===== src/rtl/mem_arb_pkg.sv =====
// Shared types and encodings for the two-port memory bus arbiter.
package mem_arb_pkg;

    typedef enum logic [1:0] {
        IDLE = 2'd0,
        BUS  = 2'd1,
        RESP = 2'd2
    } state_t;

    localparam logic OWN_CPU = 1'b0;
    localparam logic OWN_LDR = 1'b1;
    localparam logic RW_READ = 1'b1;

endpackage


===== src/rtl/mem_arb_rr.sv =====
// Combinational 2-way round-robin picker: on a tie the port that did not
// own the bus last time wins.
module mem_arb_rr
    import mem_arb_pkg::*;
(
    input  logic req_cpu,
    input  logic req_ldr,
    input  logic last_owner,
    output logic grant_valid,
    output logic grant_id
);

    // Pick a grantee; the tie-break flips away from the previous owner.
    always_comb begin
        grant_valid = req_cpu | req_ldr;
        grant_id    = OWN_CPU;
        if (req_cpu && req_ldr)
            grant_id = (last_owner == OWN_CPU) ? OWN_LDR : OWN_CPU;
        else if (req_ldr)
            grant_id = OWN_LDR;
    end

endmodule


===== src/rtl/mem_arbiter.sv =====
// Two-port (CPU / loader) memory bus arbiter with round-robin fairness.
// Optional BUS-state timeout abort is enabled by defining MEM_ARB_TIMEOUT_EN.
module mem_arbiter
    import mem_arb_pkg::*;
#(
    parameter int ADDR_W         = 64,
    parameter int DATA_W         = 64,
    parameter int TIMEOUT_CYCLES = 16
) (
    input  logic              clock,
    input  logic              reset,
    input  logic              cpu_req,
    input  logic              cpu_rw,
    input  logic [ADDR_W-1:0] cpu_addr,
    input  logic [DATA_W-1:0] cpu_wdata,
    output logic              cpu_ack,
    output logic [DATA_W-1:0] cpu_rdata,
    input  logic              ldr_req,
    input  logic              ldr_rw,
    input  logic [ADDR_W-1:0] ldr_addr,
    input  logic [DATA_W-1:0] ldr_wdata,
    output logic              ldr_ack,
    output logic [DATA_W-1:0] ldr_rdata,
    output logic              mem_valid,
    output logic              mem_rw,
    output logic [ADDR_W-1:0] mem_addr,
    output logic [DATA_W-1:0] mem_wdata,
    input  logic              mem_ready,
    input  logic [DATA_W-1:0] mem_rdata,
    output logic              owner,
    output logic              err
);

    state_t            state_q, state_d;
    logic              owner_q, last_owner_q;
    logic              lat_rw;
    logic [ADDR_W-1:0] lat_addr;
    logic [DATA_W-1:0] lat_wdata;
    logic [DATA_W-1:0] cpu_rdata_q, ldr_rdata_q;
    logic              grant_valid, grant_id;
    logic              grant_take;
    logic              tmo_hit;

    mem_arb_rr u_rr (
        .req_cpu     (cpu_req),
        .req_ldr     (ldr_req),
        .last_owner  (last_owner_q),
        .grant_valid (grant_valid),
        .grant_id    (grant_id)
    );

`ifdef MEM_ARB_TIMEOUT_EN
    localparam int CNT_W = (TIMEOUT_CYCLES > 1) ? $clog2(TIMEOUT_CYCLES) : 1;
    localparam logic [CNT_W-1:0] CNT_LAST = CNT_W'(TIMEOUT_CYCLES - 1);

    logic [CNT_W-1:0] bus_cnt;
    logic             err_q;

    // Count BUS cycles from zero on each entry; latch whether the exit was an abort.
    always_ff @(posedge clock or negedge reset) begin
        if (!reset) begin
            bus_cnt <= '0;
            err_q   <= 1'b0;
        end else begin
            if (grant_take)
                bus_cnt <= '0;
            else if (state_q == BUS)
                bus_cnt <= bus_cnt + CNT_W'(1);
            if (state_q == BUS)
                err_q <= tmo_hit;
        end
    end

    assign err = (state_q == RESP) && err_q;
`else
    logic unused_tmo;
    assign unused_tmo = (TIMEOUT_CYCLES == 0);
    assign err        = 1'b0;
`endif

    // State register; reset abandons any transaction in flight.
    always_ff @(posedge clock or negedge reset) begin
        if (!reset) state_q <= IDLE;
        else        state_q <= state_d;
    end

    // Next-state logic; a ready in the final timeout cycle beats the abort.
    always_comb begin
        state_d    = state_q;
        grant_take = 1'b0;
        tmo_hit    = 1'b0;
        case (state_q)
            IDLE: begin
                if (grant_valid) begin
                    state_d    = BUS;
                    grant_take = 1'b1;
                end
            end
            BUS: begin
                if (mem_ready) begin
                    state_d = RESP;
                end
`ifdef MEM_ARB_TIMEOUT_EN
                else if (bus_cnt == CNT_LAST) begin
                    state_d = RESP;
                    tmo_hit = 1'b1;
                end
`endif
            end
            RESP:    state_d = IDLE;
            default: state_d = IDLE;
        endcase
    end

    // Latch the granted request, capture read data, update the fairness pointer.
    always_ff @(posedge clock or negedge reset) begin
        if (!reset) begin
            owner_q      <= OWN_CPU;
            last_owner_q <= OWN_LDR;
            lat_rw       <= RW_READ;
            lat_addr     <= '0;
            lat_wdata    <= '0;
            cpu_rdata_q  <= '0;
            ldr_rdata_q  <= '0;
        end else begin
            if (grant_take) begin
                owner_q   <= grant_id;
                lat_rw    <= (grant_id == OWN_LDR) ? ldr_rw    : cpu_rw;
                lat_addr  <= (grant_id == OWN_LDR) ? ldr_addr  : cpu_addr;
                lat_wdata <= (grant_id == OWN_LDR) ? ldr_wdata : cpu_wdata;
            end
            if (state_q == BUS && lat_rw == RW_READ) begin
                if (mem_ready) begin
                    if (owner_q == OWN_LDR) ldr_rdata_q <= mem_rdata;
                    else                    cpu_rdata_q <= mem_rdata;
                end else if (tmo_hit) begin
                    if (owner_q == OWN_LDR) ldr_rdata_q <= '1;
                    else                    cpu_rdata_q <= '1;
                end
            end
            if (state_q == RESP)
                last_owner_q <= owner_q;
        end
    end

    assign mem_valid = (state_q == BUS);
    assign mem_rw    = lat_rw;
    assign mem_addr  = lat_addr;
    assign mem_wdata = (lat_rw == RW_READ) ? '0 : lat_wdata;
    assign owner     = owner_q;
    assign cpu_ack   = (state_q == RESP) && (owner_q == OWN_CPU);
    assign ldr_ack   = (state_q == RESP) && (owner_q == OWN_LDR);
    assign cpu_rdata = cpu_rdata_q;
    assign ldr_rdata = ldr_rdata_q;

endmodule


===== config.mk =====
export PLATFORM = sky130hd
export DESIGN_NAME = mem_arbiter
export DESIGN_NICKNAME = d
export VERILOG_FILES = /design/src/rtl/mem_arb_pkg.sv /design/src/rtl/mem_arb_rr.sv /design/src/rtl/mem_arbiter.sv
export SDC_FILE = /design/constraint.sdc
export NUM_CORES = 1
export LEC_CHECK = 0
export CORE_AREA = 2 2 230 232
export CTS_CLUSTER_SIZE = 16
export DETAILED_ROUTE_END_ITERATION = 7
export DIE_AREA = 0 0 232 234
export DONT_BUFFER_PORTS = 1
export GPL_TIMING_DRIVEN = 0
export SYNTH_ARGS = -nofsm -noshare
export SYNTH_HDL_FRONTEND = slang
export SYNTH_SLANG_ARGS = --single-unit

===== constraint.sdc =====
create_clock -name clock -period 2.3 [get_ports clock]
set_clock_uncertainty 0.1 [all_clocks]
set_input_delay 0.46 -clock clock [delete_from_list [all_inputs] [get_ports clock]]
set_output_delay 0.46 -clock clock [all_outputs]
set_load 0.03 [all_outputs]

==> reports/results.tsv <==
metric	value	unit
synth_common_cells	mux2_2 (277), dfrtp_1 (259), mux2_4 (99)	
setup_violations	59	
worst_slack	-0.106	ns
seq_power_share	48.8	%
synth.most_common_cell	mux2_2	
grt_max_degree	262	
max-vdd-ir-drop	0.686	mV
place_inst	1464	
viasPerCell	4.31	
coreArea	52000	µm²
first_pass_iters	4	
cts_hold_buf	65	
p_sw_share	44.6	%
post-dp-hpwl	26.0	mm
grt_pass1_wl	49.3	mm
postRouteAntennaNets	0	
drv_cap	0	
nNetsFinal	1206	
area_delta_synth_final	25.9	%
use_met1	14.1	%
rsz0062_at_grt	yes	
die_h	234	µm
grt-ovfl-total	0	
synth_nets	1103	
synthAdderAreaFrac	0	%
totalWireLength	35.7	mm
synth_xor_area_share	0	%
clockBufferDepth	3	
wire_per_inst	22.4	µm
synth_area	12100	µm²
pwr-share-clk	18.9	%
yosys.area_share.simple	3.88	%
use_met2	21.4	%
status	complete, but fails checks	
port_buffers	0	
cts_buffers	29	
synth_top_family_by_area	multiplexers	
clkSinkCount	261	
end_kind	output pin	
path_class	flip-flop to output pin	
slew_headroom	65.8	%
clkTransAtPathRegs	0.06	ns
vias	6859	
final_hold_viol_count	261	
fmax	0.416	GHz
hold_ws	-0.517	ns
powerDensity	1640	nW/µm²
ys_async_sr_fraction	100	%
ios	589	
violations	hold timing, setup timing	
synthMuxAreaShare	39.1	%
cts_root_buf	clkbuf_16	
synth_edf_count	0	
drc	0	
period_needed	2.41	ns
start_util	23.2	%
cts_tree	built	
pre_cts_ws	-0.592	ns
die_x	232	µm
power.switching	11.1	mW
fin_cells	1593	
leakage	6.61	nW
fin_util	29.3	%
synth_top_area_cell	dfrtp_1	
p_comb_share	32.4	%
busiest_layer	met2	
grt_pass1_vias	7463	
antenna_found_initial	3	
fin_crit_sh	105	%
synth_area_leaders	dfrtp_1 (54%), mux2_2 (26%), mux2_4 (12%)	
hold_path_class	primary input to async pin	
use_met3	3.17	%
synth_cells	776	
htree_levels	1	
ys_seq_area_share	54.0	%
yosysTopAreaCellShare	53.6	%
insertion_delay	0.57	ns
critPathArrivalTime	1.85	ns
drtIter0Drc	194	
p_int	13.8	mW
synth_cell_types	22	
synth-compound-area-share	0.207	%
worstPathRequired	1.74	ns
place.gp.congestion	0.854	
track_usage	12.1	%
dieArea	54300	µm²
num_rows	84	
cts_setup_buffers	0	
drive_gt1_share	61.6	%
final_max_slew_viol_count	0	
syn_avg_cell_area	15.6	µm²
worst_pin_slew	0.512	ns
ys_seq_elements	261	
synthFlopType	dfrtp_1	
crit_fanout	7	
critPathLaunchType	flip-flop	
synth_warnings	0	
final cells by class:
type | count | area [µm²]
fillers | 5229 | 36800
flip-flops and latches | 261 | 6540
multi-input cells | 464 | 5580
well taps | 688 | 861
clock buffers | 37 | 806
repair buffers | 72 | 803
plain buffers | 49 | 457
clock inverters | 17 | 168
inverters | 2 | 7.51
diodes | 3 | 7.51
power by group through the flow:
| stage | registers, mW | logic [mW] | clock network, mW |
|---|---|---|---|
| 2_1_floorplan | 11.5 | 5.74 | 0 |
| 3_3_place_gp | 12.2 | 6.67 | 0 |
| 3_5_place_dp | 12.2 | 6.85 | 0 |
| 4_1_cts | 12.2 | 8.11 | 4.87 |
| 5_1_grt | 12.5 | 8.60 | 5.07 |
| 6_report | 12.2 | 8.09 | 4.71 |
flip-flops by register name, summed over array words and instances, names as in the netlist:
register      cells
cpu_rdata        64
last_owner_q      1
lat_wdata        64
ldr_rdata        64
mem_addr         64
mem_rw            1
owner             1
state_q           2
cells in the final DEF, fill, tap and decap left out, drive strengths merged, types with 3 or more instances in the layout:
master and n:
diode 3, nor2 3, nor2b 65, mux2 386
inv 5, dfrtp 259, dlygate4sd3 65, buf 43
clkbuf 50, clkinvlp 3, clkinv 9
worst paths after layout:
| kind | cells past startpoint | startpoint | to | slack, ns |
|---|---|---|---|---|
| worst max-delay path | 3 | mem_rw | mem_wdata[48] | -0.11 |
| worst min-delay path | 0 | reset | ldr_rdata[58] | -0.52 |
| worst max register to register | 4 | state_q[0] | ldr_rdata[10] | 0.08 |
| worst min register to register | 1 | lat_wdata[59] | lat_wdata[59] | 0.40 |
| max in group asynchronous | 0 | reset | mem_rw | 2.18 |
| min in group clock | 2 | ldr_addr[33] | mem_addr[33] | 0.05 |
metrics by stage:
step | power [mW] | setup TNS [ns] | hold slack, ns | instance area, µm²
floorplan | 17.2 | 0 | 0.0644 | 12100
global placement | 18.8 | -21.49 | 0.0698 | 13000
detailed placement | 19.0 | -24.87 | 0.0688 | 13000
CTS | 25.2 | -9.56 | -0.568 | 15200
global route | 26.1 | -9.57 | -0.561 | 15200
finish | 25.0 | -4.30 | -0.517 | 15200
routing by layer:
metal  vias to the layer above  part of all wire [%]
met5                         -                     0
met4                         0                   2.6
met3                        49                   8.0
met2                       326                    51
met1                      3521                    38
li1                       2963                     -
cell families after synthesis:
logic type	count (synthesis)
DFF	261
and+or+nand+nor	73
AOI/OAI and AO/OA	3
buffers and inverters	51
muxes	387
other	1
critical path, stage by stage (launching register included):
cell       delay, ns
dfstp_4         0.55
clkbuf_8        0.21
clkbuf_16       0.17
nor2b_2         0.33
repair_timing:
action	4_1_cts	5_1_grt
endpoints found under the setup margin	146	71
resized for setup	128	10
endpoints found under the hold margin	391	261
gates cloned	7	0
Power figures use the tool's default switching activity.
